[config.mk]
export PLATFORM = sky130hd
export DESIGN_NAME = ram_arbiter
export DESIGN_NICKNAME = d
export VERILOG_FILES = /design/src/rtl/ram_arbiter_pkg.sv /design/src/rtl/ram_arbiter_select.sv /design/src/rtl/ram_arbiter.sv
export SDC_FILE = /design/constraint.sdc
export NUM_CORES = 1
export LEC_CHECK = 0
export ABC_AREA = 1
export CORE_AREA = 3 3 140 142
export DETAILED_ROUTE_END_ITERATION = 16
export DIE_AREA = 0 0 143 145
export PLACE_DENSITY = 0.6
export SLEW_MARGIN = 20
export SYNTH_ARGS = -nofsm -noshare
export SYNTH_HDL_FRONTEND = slang
export SYNTH_SLANG_ARGS = --single-unit
[constraint.sdc]
create_clock -name CLK -period 1.2 [get_ports CLK]
set_input_delay 0.24 -clock CLK [delete_from_list [all_inputs] [get_ports CLK]]
set_output_delay 0.24 -clock CLK [all_outputs]
set_load 0.02 [all_outputs]
[src/rtl/ram_arbiter_pkg.sv]
// ram_arbiter_pkg: shared CPU types used by the RAM arbiter and its neighbours.
//   word_t      - 32-bit machine word
//   ramstate_t  - RAM status returned by the RAM model
//   arbstate_t  - arbiter FSM states
//   arbown_t    - registered transfer owner {core index, is_dcache}
//   next_core() - round-robin successor of a core index
package ram_arbiter_pkg;

  localparam int CPUS   = 2;
  localparam int CORE_W = (CPUS > 1) ? $clog2(CPUS) : 1;

  typedef logic [31:0] word_t;

  typedef enum logic [1:0] {
    FREE,
    BUSY,
    ACCESS,
    ERROR
  } ramstate_t;

  typedef enum logic {
    ARB_IDLE,
    ARB_SERVE
  } arbstate_t;

  typedef struct packed {
    logic [CORE_W-1:0] core;
    logic              isd;
  } arbown_t;

  // Successor of core c in a ring of ncpu cores.
  function automatic logic [CORE_W-1:0] next_core(input logic [CORE_W-1:0] c,
                                                  input int               ncpu);
    if (int'(c) == ncpu - 1) return '0;
    else                     return c + 1'b1;
  endfunction

endpackage

[src/rtl/ram_arbiter_select.sv]
// arb_select: combinational requester picker for ram_arbiter.
// Ports:
//   ireq  [CPUS]  icache request per core
//   dreq  [CPUS]  dcache request per core (read or write)
//   ptr           core at which the search starts
//   valid         some requester is pending
//   own           chosen owner {core, isd}; dcache wins within a core
module arb_select
  import ram_arbiter_pkg::*;
#(
  parameter int CPUS = ram_arbiter_pkg::CPUS
) (
  input  logic [CPUS-1:0]   ireq,
  input  logic [CPUS-1:0]   dreq,
  input  logic [CORE_W-1:0] ptr,
  output logic              valid,
  output arbown_t           own
);

  always_comb begin
    logic [CORE_W-1:0] idx;
    valid = 1'b0;
    own   = '0;
    idx   = '0;
    // Walk the ring starting at ptr; the first core with any request wins.
    for (int i = 0; i < CPUS; i++) begin
      idx = CORE_W'((int'(ptr) + i) % CPUS);
      if (!valid && (dreq[idx] || ireq[idx])) begin
        valid    = 1'b1;
        own.core = idx;
        own.isd  = dreq[idx];
      end
    end
  end

endmodule

[src/rtl/ram_arbiter.sv]
// ram_arbiter: shares the single RAM port among the icache and dcache of every
// core. One transfer at a time; the owner is latched in ARB_IDLE and served
// until the RAM answers ACCESS.
// Build option: define RAM_ARB_ROUND_ROBIN_EN for round-robin core selection;
// otherwise the lowest-numbered requesting core wins (no pointer register).
// Ports:
//   CLK, RST              clock, asynchronous active-high reset
//   iREN/iaddr/iwait      icache request, address, stall per core
//   iload                 icache read data (copy of ramload)
//   dREN/dWEN/daddr/dstore/dwait  dcache request, address, data, stall per core
//   dload                 dcache read data (copy of ramload)
//   ramREN/ramWEN/ramaddr/ramstore  RAM command
//   ramload, ramstate     RAM read data and status
module ram_arbiter
  import ram_arbiter_pkg::*;
#(
  parameter int CPUS = ram_arbiter_pkg::CPUS
) (
  input  logic                  CLK,
  input  logic                  RST,
  input  logic [CPUS-1:0]       iREN,
  input  word_t [CPUS-1:0]      iaddr,
  output logic [CPUS-1:0]       iwait,
  output word_t                 iload,
  input  logic [CPUS-1:0]       dREN,
  input  logic [CPUS-1:0]       dWEN,
  input  word_t [CPUS-1:0]      daddr,
  input  word_t [CPUS-1:0]      dstore,
  output logic [CPUS-1:0]       dwait,
  output word_t                 dload,
  output logic                  ramREN,
  output logic                  ramWEN,
  output word_t                 ramaddr,
  output word_t                 ramstore,
  input  word_t                 ramload,
  input  ramstate_t             ramstate
);

  arbstate_t         state;
  arbown_t           owner;
  logic [CORE_W-1:0] sel_ptr;
  logic              sel_valid;
  arbown_t           sel_own;
  logic              serving;
  logic              done;
  logic              owner_live;

`ifdef RAM_ARB_ROUND_ROBIN_EN
  logic [CORE_W-1:0] ptr;
  assign sel_ptr = ptr;
`else
  assign sel_ptr = '0;
`endif

  arb_select #(.CPUS(CPUS)) u_select (
    .ireq  (iREN),
    .dreq  (dREN | dWEN),
    .ptr   (sel_ptr),
    .valid (sel_valid),
    .own   (sel_own)
  );

  assign serving    = (state == ARB_SERVE);
  assign done       = serving && (ramstate == ACCESS);
  // Owner still presenting its request; a drop mid-serve aborts the transfer.
  assign owner_live = owner.isd ? (dREN[owner.core] | dWEN[owner.core])
                                : iREN[owner.core];

  always_ff @(posedge CLK or posedge RST) begin
    if (RST) begin
      state <= ARB_IDLE;
      owner <= '0;
`ifdef RAM_ARB_ROUND_ROBIN_EN
      ptr   <= '0;
`endif
    end else begin
      case (state)
        ARB_IDLE: begin
          if (sel_valid) begin
            owner <= sel_own;
            state <= ARB_SERVE;
          end
        end
        ARB_SERVE: begin
          if (done) begin
            state <= ARB_IDLE;
`ifdef RAM_ARB_ROUND_ROBIN_EN
            ptr   <= next_core(owner.core, CPUS);
`endif
          end else if (!owner_live) begin
            state <= ARB_IDLE;
          end
        end
        default: state <= ARB_IDLE;
      endcase
    end
  end

  // RAM command and stall muxing, driven straight from the owner's inputs.
  always_comb begin
    ramREN   = 1'b0;
    ramWEN   = 1'b0;
    ramaddr  = '0;
    ramstore = '0;
    iwait    = '1;
    dwait    = '1;
    if (serving) begin
      if (owner.isd) begin
        // A write wins when read and write are both requested.
        ramWEN   = dWEN[owner.core];
        ramREN   = dREN[owner.core] & ~dWEN[owner.core];
        ramaddr  = daddr[owner.core];
        ramstore = dstore[owner.core];
        if (done) dwait[owner.core] = 1'b0;
      end else begin
        ramREN  = 1'b1;
        ramaddr = iaddr[owner.core];
        if (done) iwait[owner.core] = 1'b0;
      end
    end
  end

  assign iload = ramload;
  assign dload = ramload;

endmodule

# ---- Yosys cells after proc, flatten, opt, wreduce, memory -nomap -nowiden
# Cells that the tools add are included.
dict set report totals {
  regBits 3
  latch_bits 0
  ramBits 0
  rom_bits 0
  inputBits 234
  output_inout_bits 134
  word_cells 55
  n_memories 0
}
dict set report op_classes {
  add_sub_neg 0
  mul 0
  div 0
  order_cmp 2
  eq_ne 1
  shifts 0
  muxes 36
  bitwise_logic 6
  reduce_logical 7
}
# operator count
set ops {}
lappend ops {{2-to-1 mux 32 bit} 10}
lappend ops {{2-to-1 mux 1 bit} 18}
lappend ops {{2-to-1 mux 2 bit} 6}
lappend ops {{logical AND 1 bit} 3}
lappend ops {{== test 2 bit (second input constant)} 1}
lappend ops {{logical OR 1 bit} 2}
lappend ops {{< comparator 1 x 2 -> 1 bit (second input constant)} 1}
lappend ops {{inverter 1 bit} 2}
lappend ops {{inverter 2 bit} 1}
lappend ops {{bitwise OR 2 bit} 1}
lappend ops {{case mux 1 bit (2 select lines)} 1}
lappend ops {{AND reduction 2 bit} 1}
lappend ops {{AND 1 bit} 1}
lappend ops {{demux 1 bit (select 1 bit)} 1}
lappend ops {{greater-or-equal comparator 1 bit (second input constant)} 1}
lappend ops {{zero test 1 bit} 1}
lappend ops {{bitwise OR 1 bit} 1}

# ---- Logic depth before layout (Yosys ltp)
dict set report logic_depth {
  depth_word 8
  depth_mapped 8
  mapped_depth_nobuf 6
}

# ---- Modules after synthesis
# Synthesis repeated with hierarchy kept, for this count alone.
dict set report hier_totals {
  hier_cells 557
  area_unflattened_um2 2603.7
}
# module n_inst cells_per_inst area_each_um2 seq_area_each_um2
set modules_own_cells {}
lappend modules_own_cells {ram_arbiter 1 531 2492.4 75.1}
lappend modules_own_cells {arb_select 1 26 111.4 0.0}

# ---- Least setup slack after synthesis
# OpenSTA, ideal clock, no wires.
dict set report synth_timing {
  path_type {reg2out}
  startpoint {register owner[1] (netlist name)}
  endpoint {output port ramstore[10]}
  arrival_ns 1.342
  t_required_ns 0.960
  slack_ns -0.382
  path_stages_with_launch 7
  n_path_buf 3
  cell_sequence {dfrtp_1 -> buf_6 -> clkinv_2 -> buf_6 -> buf_2 -> nor2_1 -> nor3_1}
}
dict set report synth_via {
  elab_chain_len 4
}
# element line_no
set synth_rtl {}
lappend synth_rtl {{from (decl)} ram_arbiter.sv:40} ;# arbown_t owner;
lappend synth_rtl {{from (signal assigned)} ram_arbiter.sv:80} ;# owner <= sel_own;
lappend synth_rtl {{2-to-1 mux 32 bit (not written as such) (2 in series)} ram_arbiter.sv:113} ;# ramstore = dstore[owner.core];
lappend synth_rtl {{2-to-1 mux 32 bit} ram_arbiter.sv:108} ;# if (owner.isd) begin
lappend synth_rtl {{2-to-1 mux 32 bit} ram_arbiter.sv:107} ;# if (serving) begin
lappend synth_rtl {{to (decl)} ram_arbiter.sv:34} ;# output word_t ramstore,
# Every way passes these cells. The select of a mux whose other input is x is not followed.

# ---- Worst setup path in the final report
dict set report layout_timing {
  startpoint {register owner[1] (netlist name)}
  endpoint {output port ramaddr[12]}
}
dict set report layout_via {
  elab_chain_len 4
  elab_cells_between_ends 6
  classes_between {mux (6)}
}
# element line_no
set layout_rtl {}
lappend layout_rtl {{2-to-1 mux 32 bit (on tied branches) (2 in series)} {ram_arbiter.sv:117, ram_arbiter.sv:112}}
lappend layout_rtl {{2-to-1 mux 32 bit (*)} ram_arbiter.sv:108}
lappend layout_rtl {{2-to-1 mux 32 bit (*)} ram_arbiter.sv:107}
lappend layout_rtl {{to (decl)} ram_arbiter.sv:33} ;# output word_t ramaddr,
# Mark *: on every way between the ends. The rest lies on a longest branch, timed or not. The select of a mux whose other input is x is not followed.

==> run_results.csv <==
group,metric,value,unit
synth,ys_top_cells_by_count,"nand2_1 (278), nor2_1 (68), buf_4 (67), a21oi_1 (34), nor3_1 (32)",
floorplan,rows,50,
routing,drtAntennaViolNets,0,
power_and_ir_drop,irDropWorstVdd,1.47,mV
routing,routedWlPerCell,15.6,microns
sta,tightest_slew,309,ps
synth,yosysMostFrequentCell,"nand2_1",
clock_tree,htree_levels,1,
setup_path,max_stage_delay,470,ps
routing,drt-total-wl,15.8,mm
synth,synthTopCellsByArea,"nand2_1 (41%), buf_4 (20%), nor2_1 (10%)",
status,violations,"setup timing",
routing,drc_errors,0,
setup_path,crit_path_end_kind,"output pin",
clock_tree,cts_buffers,3,
placed_design,dp_worst_setup_slack,-875,ps
synth,yosys.area.top_type,"nand2_1",
routing,dr_total_vias,4215,
routing,via_per_inst,4.18,
final_layout,post-route-util,39.3,%
clock_tree,clk_pin_slew,30,ps
synth,syn_inst,537,
synth,synth_flop_cell,"dfrtp_1",
final_layout,syn_to_final_growth,189,%
synth,ys_types,17,
grt,grt_pass1_wl,22.3,mm
placed_design,dp.cells,973,
sta,period_minus_slack,1820,ps
floorplan,dieArea,0.0207,sq mm
sta,fin_setup_tns,-39670,ps
floorplan,die_x,143,microns
clock_tree,cts_tree,"built",
setup_path,cp_top_family,"buffers and inverters",
clock_tree,cts_root_buffer,"clkbuf_16",
synth,syn_avg_cell_area,4.70,sq um
sta,slew_violations,0,
final_layout,fin_nets,1010,
synth,muxShareOfSynthArea,0,%
setup_path,path_class,"reg -> out",
floorplan,die_h,145,microns
sta,finalCritPeriodShare,152,%
synth,synth_nets,771,
power_and_ir_drop,p_leak,3.06,nW
setup_path,cp-start-kind,"flip-flop",
floorplan,initial_core_util,13.6,%
placed_design,hpwl,10.9,mm
routing,drt_iter0_drc,130,
synth,synthAdderAreaFrac,0,%
sta,fin_skew,1.06,ps
setup_path,crit_slowest_cell,"dfrtp_4",
synth,synth-simple-area-share,59.0,%
sta,layout_setup_ws,-624,ps
final_layout,layout-drive-gt1-share,47.2,%
sta,slew_headroom,79.4,%
synth,synth_edf_count,0,
synth,yosysSeqAreaShare,2.97,%
floorplan,pin_count,368,
final_layout,antennaDiodeCount,0,
setup_path,crit_buf_inv,4,
power_and_ir_drop,power_density,2530,mW/mm^2
synth,synth.cell_area,0.00252,sq mm
synth,synth_top_cell_area_share,41.3,%
status,outcome,"complete, but fails checks",
worst_hold_path,worst_hold_path_type,"in -> async",
synth,synth_xor_xnor_area_share,0,%
grt,grt_util_all_layers,13.4,%
final_layout,final_cells,1009,
synth,synth_top_family_by_area,"simple AND/OR/NAND/NOR gates",
setup_path,cp_max_fo,7,
clock_tree,cts_max_path_buffers,2,
sta,finalSetupViolCount,71,
flow_run,drv_cap,0,
synth,yosys_warnings,0,
floorplan,core,0.0186,sq mm
synth,ys_async_sr_fraction,100,%
sta,rsz0062_at_grt,"yes",
placed_design,io_buffers,271,
routing,dr.pass1.iters,5,
setup_path,worstPathRequired,960,ps
sta,maxClockFrequency,0.548,GHz
synth,synth_compound_area_share,7.63,%
grt,grt_max_degree,31,
grt,antenna_found_initial,1,
synth,ys_ff_latch,3,
grt,grt-ovfl-total,0,
sta,hold_viol_final,0,
clock_tree,cts-hold-fix-buffers,0,
clock_tree,clock-sinks,3,
setup_path,worstPathCellList,"buf_6, buf_12, clkbuf_16, nand2_1, nand2_1, nand2_2, a21oi_4, buf_6",
placed_design,gp_congestion,0.770,
clock_tree,clk_latency,220,ps
setup_path,critPathArrivalTime,1580,ps
grt,grt_pass1_vias,4205,
==> layout by cell type, fill, tap and decap left out, drive strengths merged <==
| cell type | Yosys | routed |
|---|---|---|
| a21boi | 1 | 1 |
| a21oi | 34 | 34 |
| buf | 92 | 127 |
| clkbuf | 8 | 10 |
| clkdlybuf4s50 | 0 | 200 |
| clkinv | 2 | 3 |
| dfrtp | 3 | 3 |
| dlymetal6s2s | 0 | 1 |
| inv | 10 | 9 |
| nand2 | 278 | 278 |
| nand3 | 6 | 6 |
| nor2 | 68 | 68 |
| nor3 | 32 | 32 |
| o21ai | 3 | 3 |
==> routing by layer <==
metal / vias up / routed length (microns) / global-route usage [%]
met5: - / 7 / 0
met4: 2 / 235 / 2.38
met3: 30 / 1440 / 4.19
met2: 210 / 8050 / 24.1
met1: 1903 / 6040 / 15.4
li1: 2070 / - / -
==> cell type report <==
cell class,instances,area (sq um)
Multi-Input combinational cell,422,3000
Sequential cell,3,81.3
Timing Repair Buffer,334,3790
Clock buffer,4,78.8
Fill cell,1921,11300
Tap cell,234,293
Inverter,12,62.6
==> cell families (layout without fill, tap and decap cells) <==
| family | Yosys count | after routing |
|---|---|---|
| and+or+nand+nor | 384 | 384 |
| DFF | 3 | 3 |
| AOI/OAI and AO/OA | 38 | 38 |
| buffers and inverters | 112 | 350 |
==> state kept, by name (all words and copies together) (netlist names) <==
name	cells
owner	2
serving	1
==> final timing paths <==
kind	from	end	slack [ps]	cells after the start
setup / recovery	owner[1]$_DFFE_PP0P_	ramaddr[12]	-620	8
max in group asynchronous	RST	owner[1]$_DFFE_PP0P_	830	2
min in group CLK	ramload[0]	iload[0]	480	0
setup reg to reg	owner[1]$_DFFE_PP0P_	serving$_DFF_PP0_	-110	8
hold / removal	RST	owner[1]$_DFFE_PP0P_	210	2
hold reg to reg	serving$_DFF_PP0_	serving$_DFF_PP0_	710	4
==> power by group <==
group          internal (mW)  leakage, nW  switching [mW]
Sequential             0.171       0.0313           0.132
Combinational           8.59         2.99            9.08
Clock                  0.438       0.0382          0.0909
==> timing repair <==
action	CTS	global route
cloned	6	9
pin swaps	12	39
gates resized for setup	493	127
endpoints found under the setup margin	73	73
setup buffers	4	15
==> stage by stage <==
step	hold slack [ps]	area, sq um	total power [mW]
4_1_cts	212	6630	16.6
2_1_floorplan	-6.36	3360	9.06
3_3_place_gp	453	6010	13.9
3_5_place_dp	445	6010	13.9
6_report	210	7310	18.5
5_1_grt	218	7310	19.7
Note: power is estimated with default switching activity, not from simulation.
